<file path="config.mk">
export PLATFORM = sky130hd
export DESIGN_NAME = univ_shift_reg
export DESIGN_NICKNAME = d
export VERILOG_FILES = /design/src/rtl/univ_shift_reg.sv
export SDC_FILE = /design/constraint.sdc
export NUM_CORES = 1
export LEC_CHECK = 0
export ABC_AREA = 1
export BUFFER_PORTS_ARGS = -buffer_cell sky130_fd_sc_hd__buf_4
export CORE_UTILIZATION = 48
export CTS_CLUSTER_SIZE = 20
export DETAILED_ROUTE_END_ITERATION = 10
export GPL_TIMING_DRIVEN = 0
export PLACE_DENSITY = 0.71
export RECOVER_POWER = 50
export SETUP_SLACK_MARGIN = 0.02
export SYNTH_ARGS = -nofsm -noshare
export SYNTH_HDL_FRONTEND = slang
export SYNTH_SLANG_ARGS = --single-unit
</file>
<file path="constraint.sdc">
create_clock -name clk -period 3.6 [get_ports clk]
set_input_delay 0.18 -clock clk [delete_from_list [all_inputs] [get_ports clk]]
set_output_delay 0.18 -clock clk [all_outputs]
set_load 0.05 [all_outputs]
</file>
<file path="src/rtl/univ_shift_reg.sv">
// Universal shift register: single-cycle load/shift/rotate/clear ops plus a
// counted multi-cycle burst shift. Optional parity output under USR_PARITY_EN.
module univ_shift_reg #(
  parameter int WIDTH = 8,
  parameter int CNT_W = $clog2(WIDTH) + 1
) (
  input  logic             clk,
  input  logic             rst_n,
  input  logic             en,
  input  logic [2:0]       mode,
  input  logic [WIDTH-1:0] d,
  input  logic             sin,
  input  logic             start,
  input  logic [CNT_W-1:0] amt,
  output logic [WIDTH-1:0] q,
  output logic             sout,
  output logic             busy,
  output logic             done
`ifdef USR_PARITY_EN
  ,
  output logic             parity
`endif
);

  localparam logic [2:0] M_HOLD  = 3'b000;
  localparam logic [2:0] M_LOAD  = 3'b001;
  localparam logic [2:0] M_SHL   = 3'b010;
  localparam logic [2:0] M_SHR   = 3'b011;
  localparam logic [2:0] M_ROTL  = 3'b100;
  localparam logic [2:0] M_ROTR  = 3'b101;
  localparam logic [2:0] M_CLEAR = 3'b110;

  typedef enum logic {IDLE, BUSY} state_t;

  state_t           state, state_n;
  logic [CNT_W-1:0] cnt, cnt_n;
  logic [2:0]       lmode, lmode_n;
  logic [WIDTH-1:0] q_n;
  logic             done_n;
  logic [2:0]       eff_mode;
  logic             shift_mode;

  function automatic logic [WIDTH-1:0] apply_op(input logic [2:0] m,
                                                 input logic [WIDTH-1:0] cur,
                                                 input logic [WIDTH-1:0] ld,
                                                 input logic si);
    case (m)
      M_LOAD:  apply_op = ld;
      M_SHL:   apply_op = {cur[WIDTH-2:0], si};
      M_SHR:   apply_op = {si, cur[WIDTH-1:1]};
      M_ROTL:  apply_op = {cur[WIDTH-2:0], cur[WIDTH-1]};
      M_ROTR:  apply_op = {cur[0], cur[WIDTH-1:1]};
      M_CLEAR: apply_op = '0;
      default: apply_op = cur;
    endcase
  endfunction

  assign shift_mode = (mode == M_SHL) || (mode == M_SHR) ||
                      (mode == M_ROTL) || (mode == M_ROTR);

  always_comb begin
    state_n = state;
    cnt_n   = cnt;
    lmode_n = lmode;
    q_n     = q;
    done_n  = 1'b0;
    case (state)
      IDLE: begin
        if (start) begin
          // A degenerate burst still pulses done so requesters never stall.
          if (amt != '0 && shift_mode) begin
            state_n = BUSY;
            cnt_n   = amt;
            lmode_n = mode;
          end else begin
            done_n = 1'b1;
          end
        end else if (en) begin
          q_n = apply_op(mode, q, d, sin);
        end
      end
      BUSY: begin
        q_n   = apply_op(lmode, q, d, sin);
        cnt_n = cnt - CNT_W'(1);
        if (cnt == CNT_W'(1)) begin
          state_n = IDLE;
          done_n  = 1'b1;
        end
      end
      default: state_n = IDLE;
    endcase
  end

  always_ff @(posedge clk or negedge rst_n) begin
    if (!rst_n) begin
      state <= IDLE;
      cnt   <= '0;
      lmode <= M_HOLD;
      q     <= '0;
      done  <= 1'b0;
    end else begin
      state <= state_n;
      cnt   <= cnt_n;
      lmode <= lmode_n;
      q     <= q_n;
      done  <= done_n;
    end
  end

  assign busy     = (state == BUSY);
  assign eff_mode = busy ? lmode : mode;
  assign sout     = (eff_mode == M_SHL || eff_mode == M_ROTL) ? q[WIDTH-1] : q[0];

`ifdef USR_PARITY_EN
  assign parity = ^q;
`endif

endmodule

</file>
# Word level (Yosys, flattened, before mapping)

Cells that the tools add are included.

Register bits: 17
Output and inout port bits: 11

Add/sub/neg operators: 1
Eq/ne operators: 21
Muxes and demuxes: 18
Bitwise logic cells: 1
Reduce and logical (&&, ||, !) cells: 9

Operators by type and width:

| operator              | number |
|---|---|
| $pmux W8 S6           | 2 |
| $eq A3 B3 Y1 const B  | 7 |
| $mux W8               | 2 |
| $pmux W8 S2           | 1 |
| $eq A3 B2 Y1 const B  | 5 |
| $mux W4               | 2 |
| $ne A2 B2 Y1 const B  | 4 |
| $pmux W4 S2           | 1 |
| $mux W1               | 7 |
| $ne A7 B1 Y1 const B  | 1 |
| $ne A7 B5 Y1 const B  | 1 |
| $eq A3 B1 Y1 const B  | 2 |
| $eq A4 B1 Y1 const B  | 1 |
| $logic_or A1 B1 Y1    | 4 |
| $pmux W1 S2           | 2 |
| $reduce_and A4 Y1     | 1 |
| $reduce_bool A4 Y1    | 1 |
| $sub A4 B1 Y4 const B | 1 |
| $mux W3               | 1 |
| $reduce_and A3 Y1     | 1 |
| $reduce_and A2 Y1     | 1 |
| $logic_and A1 B1 Y1   | 1 |
| $not A1 Y1            | 1 |

# Longest topological paths before layout

Word-level depth: 8
Depth in mapped cells: 11
Gate-level depth less buffers: 10

# Worst setup path before layout

OpenSTA, ideal clock, no wires.

Path type: register -> output
From: reg state (netlist: busy)
To: out sout
Arrival: 2331 ps
Setup slack: 1089 ps
Stages on the path, launching flop included: 8
Cell sequence: dfrtp_1 > buf_4 > inv_1 > nor2_1 > nor2_1 > or2_2 > nand3_1 > o21ai_0

Cells in the longest elaborated chain, start to end: 4
Elaborated cells between the ends (all ways): 5
Classes of those cells: eq/ne: 2; mux: 2; reduce/logical: 1

Ends and longest elaborated chain:

| element                                             | line | RTL |
|---|---|---|
| from (decl)                                         | 35   | `state_t state, state_n;` |
| from (signal assigned)                              | 102  | `state <= state_n;` |
| $mux W3 (*)                                         | 111  | `assign eff_mode = busy ? lmode : mode;` |
| $eq A3 B2 Y1 / $eq A3 B3 Y1 (equally long branches) | 112  | `assign sout = (eff_mode == M_SHL \|\| eff_mode == M_ROTL) ? q[WIDTH-1] : q[0];` |
| $logic_or A1 B1 Y1 (*)                              | 112  |  |
| $mux W1 (*)                                         | 112  |  |
| to (decl)                                           | 16   | `output logic sout,` |

Mark *: on every way between the ends. The rest lies on a longest branch, timed or not.

# Worst setup path after layout

Ends and elaborated chain as after synthesis.

==> impl_metrics.tcl <==
set metrics [dict create \
    grt_max_degree 18 \
    grt_pass1_wl_um 7490 \
    antenna_found_initial 0 \
    wirelength_um 4560 \
    peakVddDrop_mv 0.429 \
    grt_pass1_vias 1661 \
    grt.total_usage_pct 27.5 \
    synth-edff-count 0 \
    setup_viol 0 \
    synth.area.top_cells "nand2_1, dfrtp_1, nand3_1" \
    htree_num_levels 1 \
    tightest_slew_ns 0.979 \
    ys_warn_count 0 \
    synth_top_area_share_pct 29.0 \
    path_clk_slew_ns 0.12 \
    cp_slowest_cell "dfrtp_1" \
    ys.flop_type "dfrtp_1" \
    cts_tree "done" \
    wl_per_cell_um 12.2 \
    cp_top_family "buffers and inverters" \
    period_needed_ns 2.31 \
    die_h_um 60.7 \
    worstPathArrival_ns 2.13 \
    ys_seq_area_share_pct 25.7 \
    fin_crit_sh_pct 64.0 \
    crit_type "flip-flop to output pin" \
    cts_made_buffers 3 \
    power.leakage_nw 1.20 \
    finClkSkew_ns 0.0107 \
    fp.dieW_um 60.7 \
    hpwlAfterDp_um 3500 \
    async_reset_ff_share_pct 100 \
    clock-root-buffer "clkbuf_4" \
    power.density_mw_per_mm2 915 \
    syn_area_mm2 0.00166 \
    synthDistinctLibCells 26 \
    nNetsFinal 351 \
    max-slew-margin-rel_pct 34.7 \
    critPathLaunchType "flip-flop" \
    start_util_pct 52.5 \
    drive_gt1_share_pct 16.5 \
    cap_violations 0 \
    dr.pass1.iters 4 \
    drt_iter0_drc 116 \
    post_cts_resize_count 0 \
    drc_errors 0 \
    final_util_pct 61.4 \
    fin_tns_setup_ns 0 \
    synth.most_common_cell "nand2_1" \
    placementRows 20 \
    syn_inst 295 \
    worst-path-buf-inv 3 \
    routabilityCongestion 0.887 \
    cpMostUsedCell "nor2_1" \
    coreArea_mm2 0.00315 \
    hold_path_class "input port to flip-flop" \
    viasPerCell 4.91 \
    synth.avg_cell_area_um2 5.62 \
    cp_data_required_time_ns 3.42 \
    synth.ff_latch_count 17 \
    rsz0062_at_grt "no" \
    portBuffers 28 \
    detail-route-antenna-nets 0 \
    area_delta_synth_final_pct 16.9 \
    grt_overflow 0 \
    clock.fmax_ghz 0.434 \
    syn-num-nets 317 \
    insertion_delay_ns 0.29 \
    die_area_mm2 0.00369 \
    synth_common_cells "nand2_1, inv_1, nand3_1" \
    clock_sinks 17 \
    outcome "complete, no violations" \
    slew_viol_final 0 \
    path_cells "clkbuf_1 -> inv_1 -> nor2_1 -> nor2_1 -> or2_2 -> nand3_1 -> nand2_1 -> o21ai_0 -> buf_4" \
    hold_viol_final 0 \
    via_count 1826 \
    insertedDiodeCount 0 \
    reg2reg_slack_ns 1.92 \
    synth_top_cell_by_area "nand2_1" \
    clockBufferDepth 2 \
    worstSetupEndpointType "output pin" \
    cp_max_fo 9 \
    io_pins 31 \
    cp_slowest_stage_delay_ns 0.36 \
]
==> stage by stage <==
stage	power (W)	hold slack [ns]	setup WS [ns]	cell area, um2	cells
5_1_grt	0.00194	0.0968	1.13	1940	372
2_1_floorplan	0.00134	-0.116	1.09	1660	295
3_5_place_dp	0.00168	0.0625	1.90	1920	367
6_report	0.00177	0.0869	1.29	1940	372
4_1_cts	0.00179	0.0878	1.55	1960	372
3_3_place_gp	0.00166	0.0600	1.96	1920	367
==> state kept, by name, indices dropped and copies added, names as in the netlist <==
signal  count
lmode       3
done        1
cnt         4
q           8
busy        1
==> metal layers <==
layer / global-route usage (%) / part of all wire, % / vias to the layer above
met2: 45.2 / 45 / 54
met1: 40.1 / 48 / 801
met5: 0 / 0 / -
met3: 1.92 / 5.9 / 4
li1: - / - / 967
met4: 4.87 / 0.68 / 0
==> worst reg2reg max path, delay by kind of cell (launching register included) <==
family                 cells  cell delay, ns
flip-flops                 1            0.36
AO/OA/AOI/OAI              1            0.13
AND/OR/NAND/NOR            5            0.55
buffers and inverters      2            0.55
==> cells by family (layout without fill, tap and decap cells) <==
family          after synthesis  in the layout  share of synthesized area (%)
compound gates               19             19                           6.42
xor+xnor                      1              1                          0.529
fa+ha+maj                     2              2                           1.51
buf+inv                      54             87                           13.1
flops                        17             17                           25.7
simple gates                202            202                           52.8
==> area by class of cell <==
cell class / count / area, um2
buffer: 8 / 40.0
sequential: 17 / 425
fill: 344 / 1220
inverter: 46 / 173
clock inverter: 1 / 5.00
multi-input combinational: 224 / 1010
clock buffer: 3 / 22.5
timing repair buffer: 29 / 209
tap: 44 / 55.1
==> path summary, 6_finish.rpt <==
path	start	endpoint	cells after the start
setup / recovery	busy	sout	9
max in group asynchronous	rst_n	q[2]	2
hold / removal	amt[2]	cnt[2]	3
min in group asynchronous	rst_n	cnt[2]	2
hold reg to reg	cnt[1]	cnt[1]	2
setup reg to reg	busy	q[7]	8
==> timing repair <==
action                    in CTS  in global routing
hold endpoints to repair      17                  0
hold buffers                   1                  0
setup buffers                  0                  0
==> power breakdown <==
part | switching [W] | leakage, nW | internal (W)
logic | 0.000857 | 0.973 | 0.000401
clock network | 0.0000670 | 0.0177 | 0.0000413
registers | 0.000122 | 0.210 | 0.000285
==> placed cells by master (no fill, tap or decap), drive strengths merged <==
master	n
a21oi	6
a31oi	1
buf	30
clkbuf	9
clkinv	1
dfrtp	17
dlygate4sd3	1
ha	2
inv	46
nand2	136
nand3	40
nand3b	1
nand4	1
nor2	22
o211ai	2
o21ai	10
or2	2
xor2	1
Power figures use the tool's default switching activity.
